--- src/rtl/rr_arbiter16_if.sv ---
// Request/grant bundle between the requesting units and the round-robin arbiter.
interface rr_arbiter16_if;
  logic [15:0] req;
  logic        en;
  logic [15:0] gnt;
  logic [3:0]  gnt_idx;
  logic        gnt_valid;

  // Requester side: drives requests and enable, observes the grant.
  modport master (
    output req,
    output en,
    input  gnt,
    input  gnt_idx,
    input  gnt_valid
  );

  // Arbiter side: samples requests and enable, drives the grant.
  modport slave (
    input  req,
    input  en,
    output gnt,
    output gnt_idx,
    output gnt_valid
  );
endinterface

--- src/rtl/rr_arbiter16.sv ---
// 16-way round-robin arbiter with registered one-hot and encoded grant and an
// optional hold limit (MAX_HOLD = 0 disables the limit).
module rr_arbiter16 #(
  parameter int unsigned MAX_HOLD = 8
) (
  input  logic            clk,
  input  logic            rst_n,
  rr_arbiter16_if.slave   arb
);

  typedef enum logic {
    IDLE  = 1'b0,
    GRANT = 1'b1
  } state_t;

  localparam logic [7:0] HOLD_LIM = MAX_HOLD[7:0];

  state_t      state_q;
  logic [3:0]  ptr_q;
  logic [7:0]  hcnt_q;
  logic [15:0] gnt_q;
  logic [3:0]  idx_q;
  logic        valid_q;

  logic [3:0]  pick_idx_d;
  logic        pick_vld_d;
  logic [3:0]  cand;
  logic        hold_hit;

  assign hold_hit = (MAX_HOLD != 0) && (hcnt_q == HOLD_LIM);

  // Find the first active request scanning upward from ptr with 4-bit wrap.
  always_comb begin
    pick_idx_d = '0;
    pick_vld_d = 1'b0;
    cand       = '0;
    for (int unsigned k = 0; k < 16; k++) begin
      cand = ptr_q + k[3:0];
      if (!pick_vld_d && arb.req[cand]) begin
        pick_vld_d = 1'b1;
        pick_idx_d = cand;
      end
    end
  end

  // Grant FSM; the release edge never issues a new grant, so grants are
  // always separated by at least one idle cycle.
  always_ff @(posedge clk or negedge rst_n) begin
    if (!rst_n) begin
      state_q <= IDLE;
      ptr_q   <= '0;
      hcnt_q  <= '0;
      gnt_q   <= '0;
      idx_q   <= '0;
      valid_q <= 1'b0;
    end else begin
      case (state_q)
        IDLE: begin
          if (arb.en && pick_vld_d) begin
            gnt_q   <= 16'd1 << pick_idx_d;
            idx_q   <= pick_idx_d;
            valid_q <= 1'b1;
            hcnt_q  <= 8'd1;
            state_q <= GRANT;
          end
        end
        GRANT: begin
          if (!arb.req[idx_q] || hold_hit) begin
            gnt_q   <= '0;
            idx_q   <= '0;
            valid_q <= 1'b0;
            ptr_q   <= idx_q + 4'd1;
            state_q <= IDLE;
          end else if (hcnt_q != 8'hFF) begin
            hcnt_q  <= hcnt_q + 8'd1;
          end
        end
      endcase
    end
  end

  assign arb.gnt       = gnt_q;
  assign arb.gnt_idx   = idx_q;
  assign arb.gnt_valid = valid_q;

endmodule

--- src/flat_wrapper.sv ---
// flat-port wrapper written by rule: the top's interface ports become plain ports
module rr_arbiter16_flat 
#(
  parameter int unsigned MAX_HOLD = 8
)
  (clk, rst_n, arb_req, arb_en, arb_gnt, arb_gnt_idx, arb_gnt_valid);
  rr_arbiter16_if arb_i ();
  input  logic clk;
  input  logic rst_n;
  input wire logic [$bits(arb_i.req)-1:0] arb_req;
  input wire logic [$bits(arb_i.en)-1:0] arb_en;
  output wire logic [$bits(arb_i.gnt)-1:0] arb_gnt;
  output wire logic [$bits(arb_i.gnt_idx)-1:0] arb_gnt_idx;
  output wire logic [$bits(arb_i.gnt_valid)-1:0] arb_gnt_valid;
  assign arb_i.req = arb_req;
  assign arb_i.en = arb_en;
  assign arb_gnt = arb_i.gnt;
  assign arb_gnt_idx = arb_i.gnt_idx;
  assign arb_gnt_valid = arb_i.gnt_valid;
  rr_arbiter16 #(.MAX_HOLD(MAX_HOLD)) u_core (.clk(clk), .rst_n(rst_n), .arb(arb_i));
endmodule
--- config.mk ---
export PLATFORM = sky130hd
export DESIGN_NAME = rr_arbiter16_flat
export DESIGN_NICKNAME = d
export VERILOG_FILES = /design/src/rtl/rr_arbiter16_if.sv /design/src/rtl/rr_arbiter16.sv /design/src/flat_wrapper.sv
export SDC_FILE = /design/constraint.sdc
export NUM_CORES = 1
export LEC_CHECK = 0
export BUFFER_PORTS_ARGS = -buffer_cell sky130_fd_sc_hd__buf_4
export CORE_MARGIN = 5
export CORE_UTILIZATION = 46
export DETAILED_ROUTE_END_ITERATION = 12
export PLACE_DENSITY_LB_ADDON = 0.1
export SYNTH_ARGS = -nofsm -noshare
export SYNTH_HDL_FRONTEND = slang
export SYNTH_SLANG_ARGS = --single-unit
--- constraint.sdc ---
create_clock -name clk -period 9 [get_ports clk]
set_input_delay 1.8 -clock clk [delete_from_list [all_inputs] [get_ports clk]]
set_output_delay 1.8 -clock clk [all_outputs]
set_load 0.1 [all_outputs]
# After elaboration in Yosys (flattened, before gate mapping)

Cells that the tools add are included.

Bits in registers: 34
Input bits: 19
Output and inout bits: 21
Logic and storage cells: 166

Add/sub/neg operators: 17
Order comparisons: 17
Eq/ne operators: 6
Shifts and indexed selects: 1
Multiplexer cells: 82
Bitwise logic cells: 1
Reduce and logical (&&, ||, !) cells: 36

Operators by type and width:

| cell                                                                    | count |
|---|---|
| 4-bit by 5-bit < comparator with 1-bit output, second input constant    | 17 |
| 4-bit two-way mux                                                       | 18 |
| 1-bit binary-select mux with 4-bit select                               | 17 |
| 1-bit two-way mux                                                       | 37 |
| 4-bit adder, second input constant                                      | 8 |
| 16-bit two-way mux                                                      | 2 |
| 16-bit one-hot mux with 2 select lines                                  | 1 |
| 8-bit two-way mux                                                       | 3 |
| 4-bit by 3-bit adder with 4-bit output, second input constant           | 4 |
| 1-bit logical AND                                                       | 16 |
| 1-bit logical NOT                                                       | 16 |
| 8-bit one-hot mux with 2 select lines                                   | 1 |
| 1-bit by 4-bit left shift with 16-bit output, first input constant      | 1 |
| 4-bit by 1-bit adder with 4-bit output, second input constant           | 2 |
| 4-bit by 2-bit adder with 4-bit output, second input constant           | 2 |
| 8-bit by 1-bit adder with 8-bit output, second input constant           | 1 |
| 8-bit by 4-bit == test with 1-bit output, second input constant         | 1 |
| 8-bit inequality test, second input constant                            | 1 |
| 4-bit one-hot mux with 2 select lines                                   | 1 |
| 2-bit inequality test, second input constant                            | 3 |
| 1-bit one-hot mux with 2 select lines                                   | 2 |
| 2-bit AND reduction                                                     | 2 |
| 3-bit AND reduction                                                     | 1 |
| 2-bit by 1-bit inequality test with 1-bit output, second input constant | 1 |
| other kinds (2)                                                         | 2 |

# Logic depth before layout (Yosys ltp)

Depth after elaboration: 51
Mapped depth: 20
Depth with buffers taken out: 11

# Least setup slack after synthesis

Ideal clock, no wire load.

Kind: input to register
Start: input arb_req[9]
End: register u_core.gnt_q[10], in the netlist u_core.arb.gnt[10]
Data arrival time: 4.947 ns
Slack: 3.942 ns
Cell stages on the path: 10
Buffers on the path: 1
Path through: mux4_2 > mux4_2 > a2111oi_1 > and3_1 > clkbuf_1 > nand4b_4 > or2_4 > o22a_1 > a21o_1 > o41ai_1

Cells in the longest elaborated chain, start to end: 51
Elaborated cells on any way between the ends: 105
Those cells by class: 2 x eq/ne; 1 x shift; 68 x mux; 34 x reduce/logical

RTL lines:

| item                                                                                   | line                                   | source |
|---|---|---|
| start: declaration                                                                     | flat_wrapper.sv:10                     | `input wire logic [$bits(arb_i.req)-1:0] arb_req;` |
| 1-bit binary-select mux with 4-bit select                                              | rr_arbiter16.sv:39                     | `if (!pick_vld_d && arb.req[cand]) begin` |
| 1-bit two-way mux (implied by the code)                                                | rr_arbiter16.sv:39                     |  |
| 1-bit two-way mux                                                                      | rr_arbiter16.sv:39                     |  |
| 1-bit logical NOT                                                                      | rr_arbiter16.sv:39                     |  |
| 1-bit logical AND                                                                      | rr_arbiter16.sv:39                     |  |
| 1-bit two-way mux                                                                      | rr_arbiter16.sv:39                     |  |
| 1-bit logical NOT                                                                      | rr_arbiter16.sv:39                     |  |
| 1-bit logical AND                                                                      | rr_arbiter16.sv:39                     |  |
| (+35 left out)                                                                         | n/a                                    |  |
| 1-bit logical AND                                                                      | rr_arbiter16.sv:39                     |  |
| 1-bit two-way mux                                                                      | rr_arbiter16.sv:39                     |  |
| 1-bit logical NOT                                                                      | rr_arbiter16.sv:39                     |  |
| 1-bit logical AND                                                                      | rr_arbiter16.sv:39                     |  |
| 4-bit two-way mux or 1-bit two-way mux (tied branches)                                 | rr_arbiter16.sv:39                     |  |
| 1-bit by 4-bit left shift with 16-bit output or 1-bit logical AND (tied branches)      | rr_arbiter16.sv:60, rr_arbiter16.sv:59 |  |
| 16-bit two-way mux or 2-bit by 1-bit inequality test with 1-bit output (tied branches) | n/a                                    |  |
| 16-bit one-hot mux with 2 select lines or 2-bit AND reduction (tied branches)          | n/a                                    |  |
| end signal: assignment                                                                 | rr_arbiter16.sv:60                     | `gnt_q <= 16'd1 << pick_idx_d;` |
| end: declaration                                                                       | rr_arbiter16.sv:21                     | `logic [15:0] gnt_q;` |

Parallel ways exist; a longest one is shown, timed or not. The select of a mux whose other input is x is not followed.
A chain may end at the register's enable or synchronous reset.

# Worst setup path in the final report

Start: register u_core.ptr_q[1]
End: register u_core.gnt_q[2], in the netlist u_core.arb.gnt[2]

Cells in the longest elaborated chain, start to end: 51
Elaborated cells on any way between the ends: 115
Those cells by class: 15 x add/sub; 1 x eq/ne; 1 x shift; 66 x mux; 32 x reduce/logical

RTL lines:

| item                                                                            | line               | source |
|---|---|---|
| start: declaration                                                              | rr_arbiter16.sv:19 | `logic [3:0] ptr_q;` |
| start signal: assignment                                                        | rr_arbiter16.sv:72 | `ptr_q <= idx_q + 4'd1;` |
| branches (longest 51 deep; another with 4-bit by 1-bit adder with 4-bit output) | n/a                |  |

Parallel ways; which one is timed is not known. The select of a mux whose other input is x is not followed.

==> reports/qor.yml <==
final_layout:
  nNetsFinal: 510
  diodes: 0
  final_cell_mix: "52 x nand2_1, 44 x buf_4, 33 x dfrtp_1, 32 x mux4_2, 24 x a21oi_1"
  drive_above_1_share_pct: 24.5
  final_common_cell: "nand2_1"
  syn_to_final_growth_pct: 10.2
placed_design:
  gp_congestion: 0.949
  port_buffers: 39
  dp_hpwl_um: 9690
yosys:
  synth_simple_gate_area_share_pct: 17.4
  synth_ff_type: "dfrtp_1"
  syn_nets: 486
  synth.area.mux_share_pct: 27.7
  synth_cells: 457
  syn_area_um2: 4250
  synth-adder-area-share_pct: 2.95
  ys_warn_count: 0
  synthArstFlopShare_pct: 100
  synth_top_family_by_area: "multiplexers"
  synth-compound-area-share_pct: 25.7
  ys_ff_latch: 34
  synth_cell_types: 73
  synth-edff-count: 0
  synth_xor_area_share_pct: 2.27
  yosysSeqAreaShare_pct: 20.0
  post_synth.cell_area_avg_um2: 9.29
clock_tree:
  post_cts_buffers: 0
  root_buffer: "clkbuf_8"
  cts_max_level: 2
  hold_buffers: 0
  numCtsBuffers: 5
  cts.sinks: 34
  clk_pin_slew_ps: 70
  clock_latency_ps: 290
  cts_tree: "built"
  cts.repair.resized: 0
  ctsLongestPathBuffers: 2
floorplan:
  core-area_um2: 9110
  ioPinCount: 40
  dieArea_um2: 11200
  rows: 35
  die_y_um: 106
  start_util_pct: 46.6
  dieWidth_um: 106
sta:
  maxSlewViolCount: 0
  tns_ps: 0
  setup_viol: 0
  fin_hold_ws_ps: 479
  min_period_ps: 6300
  maxSlewHeadroom_pct: 25.4
  tightest_slew_ps: 1120
  fin_crit_sh_pct: 70.0
  rsz0062_at_grt: "false"
  hold_viol: 0
  max_clock_freq_mhz: 159
  fin_worst_skew_ps: 5.60
status:
  outcome: "finished, final reports clean"
global_route:
  antenna_found_initial: 0
  busiest_layer: "met2"
  met1_usage_pct: 34.7
  grt_usage_pct: 23.2
  grt_pass1_vias: 3803
  grt_start_max_net_pins: 40
  grt_pass1_wl_um: 21000
  grt_overflow: 0
  grt_use_met3_pct: 3.83
  grtUsageMet2_pct: 35.9
drt:
  detail-route-antenna-nets: 0
  route.vias.total: 4102
  drt_first_iter_violations: 391
  wirelength_um: 13100
  drc_errors: 0
  wl_per_cell_um: 22.1
  avgViaCountPerCell: 6.92
  first_pass_iters: 6
min_path:
  whs_path_depth: 2
  hold_path.class: "flip-flop to flip-flop"
critical_path:
  reg2reg_depth: 12
  startpoint_type: "flip-flop"
  cp.arrival_ps: 6470
  cp.required_ps: 9170
  worstPathMaxFanout: 32
  setup.worst_path.end_class: "flip-flop"
  crit_type: "flip-flop to flip-flop"
job:
  max_cap_violations: 0
## logic make-up (layout without fill, tap and decap cells)
kind of cell / count (synthesis) / count (layout)
muxes: 75 / 75
and+or+nand+nor: 142 / 142
DFF: 34 / 34
buffers and inverters: 37 / 62
AOI/OAI and AO/OA: 148 / 148
xor gates and xnor gates: 11 / 11
adders and majority gates: 10 / 10
## per-layer routing
metal  vias to the layer above  share of wire, %
met5                         -                 0
li1                       1879                 -
met3                        18               6.6
met1                      2029                46
met4                         0               1.4
met2                       176                46
## cell usage after synthesis, types with 9 or more instances
cell	instances	area [um2]
nand2_1	52	195
dfrtp_1	34	851
mux4_2	32	721
a21oi_1	24	120
mux2i_1	22	220
o21ai_0	22	110
mux2_2	21	236
nor2_1	20	75.1
o41ai_1	17	149
clkbuf_1	15	56.3
nand3_1	13	65.1
a211oi_1	12	90.1
ha_1	10	125
inv_1	9	33.8
nor2b_1	9	56.3
o211ai_1	9	67.6
## final timing paths
check                                               start                              to  slack [ps]
max reg2reg                   u_core.ptr_q[1]$_DFFE_PN0P_   u_core.arb.gnt[2]$_DFFE_PN0P_        2700
max in group asynchronous                           rst_n     u_core.ptr_q[0]$_DFFE_PN0P_        7210
min reg2reg                u_core.arb.gnt[13]$_DFFE_PN0P_  u_core.arb.gnt[13]$_DFFE_PN0P_         480
max                           u_core.ptr_q[1]$_DFFE_PN0P_   u_core.arb.gnt[2]$_DFFE_PN0P_        2700
min                        u_core.arb.gnt[13]$_DFFE_PN0P_  u_core.arb.gnt[13]$_DFFE_PN0P_         480
min in group asynchronous                           rst_n    u_core.hcnt_q[6]$_DFFE_PN0P_        1450
## critical path, cell delays in order (launching register included)
cell	delay (ps)
dfrtp_1	330
buf_4	260
clkinv_1	620
ha_1	1310
mux4_2	620
mux2_2	350
a2111oi_1	670
and3_1	430
nand3_1	260
a2111oi_0	340
or3b_1	220
o211ai_1	300
o41ai_1	460
## flip-flops by register name, summed over array words and instances (netlist names)
register / flops
u_core.arb.gnt_idx: 4
u_core.hcnt_q: 8
u_core.arb.gnt_valid: 1
u_core.ptr_q: 4
u_core.state_q: 1
u_core.arb.gnt: 16
## final cells by class
cell class              instances  area [um2]
clock inverters                 2        12.5
clock buffers                   6        82.6
flip-flops and latches         34         852
fillers                       864        4430
inverters                      10        37.5
well taps                     111         139
repair buffers                 44         330
multi-input cells             386        3230
## metrics by stage
stage          area, um2  std cells  worst slack, ps  util (%)
6_report            4680        593             2700      51.4
2_1_floorplan       4250        457             3940         -
5_1_grt             4680        593             2220      51.4
3_3_place_gp        4580        585             2860      50.3
4_1_cts             4680        593             2760      51.4
3_5_place_dp        4580        585             2780      50.3
Power is left out: the tool's default activity adds up to more than one toggle a clock period on the data nets, which glitch-free logic cannot reach.
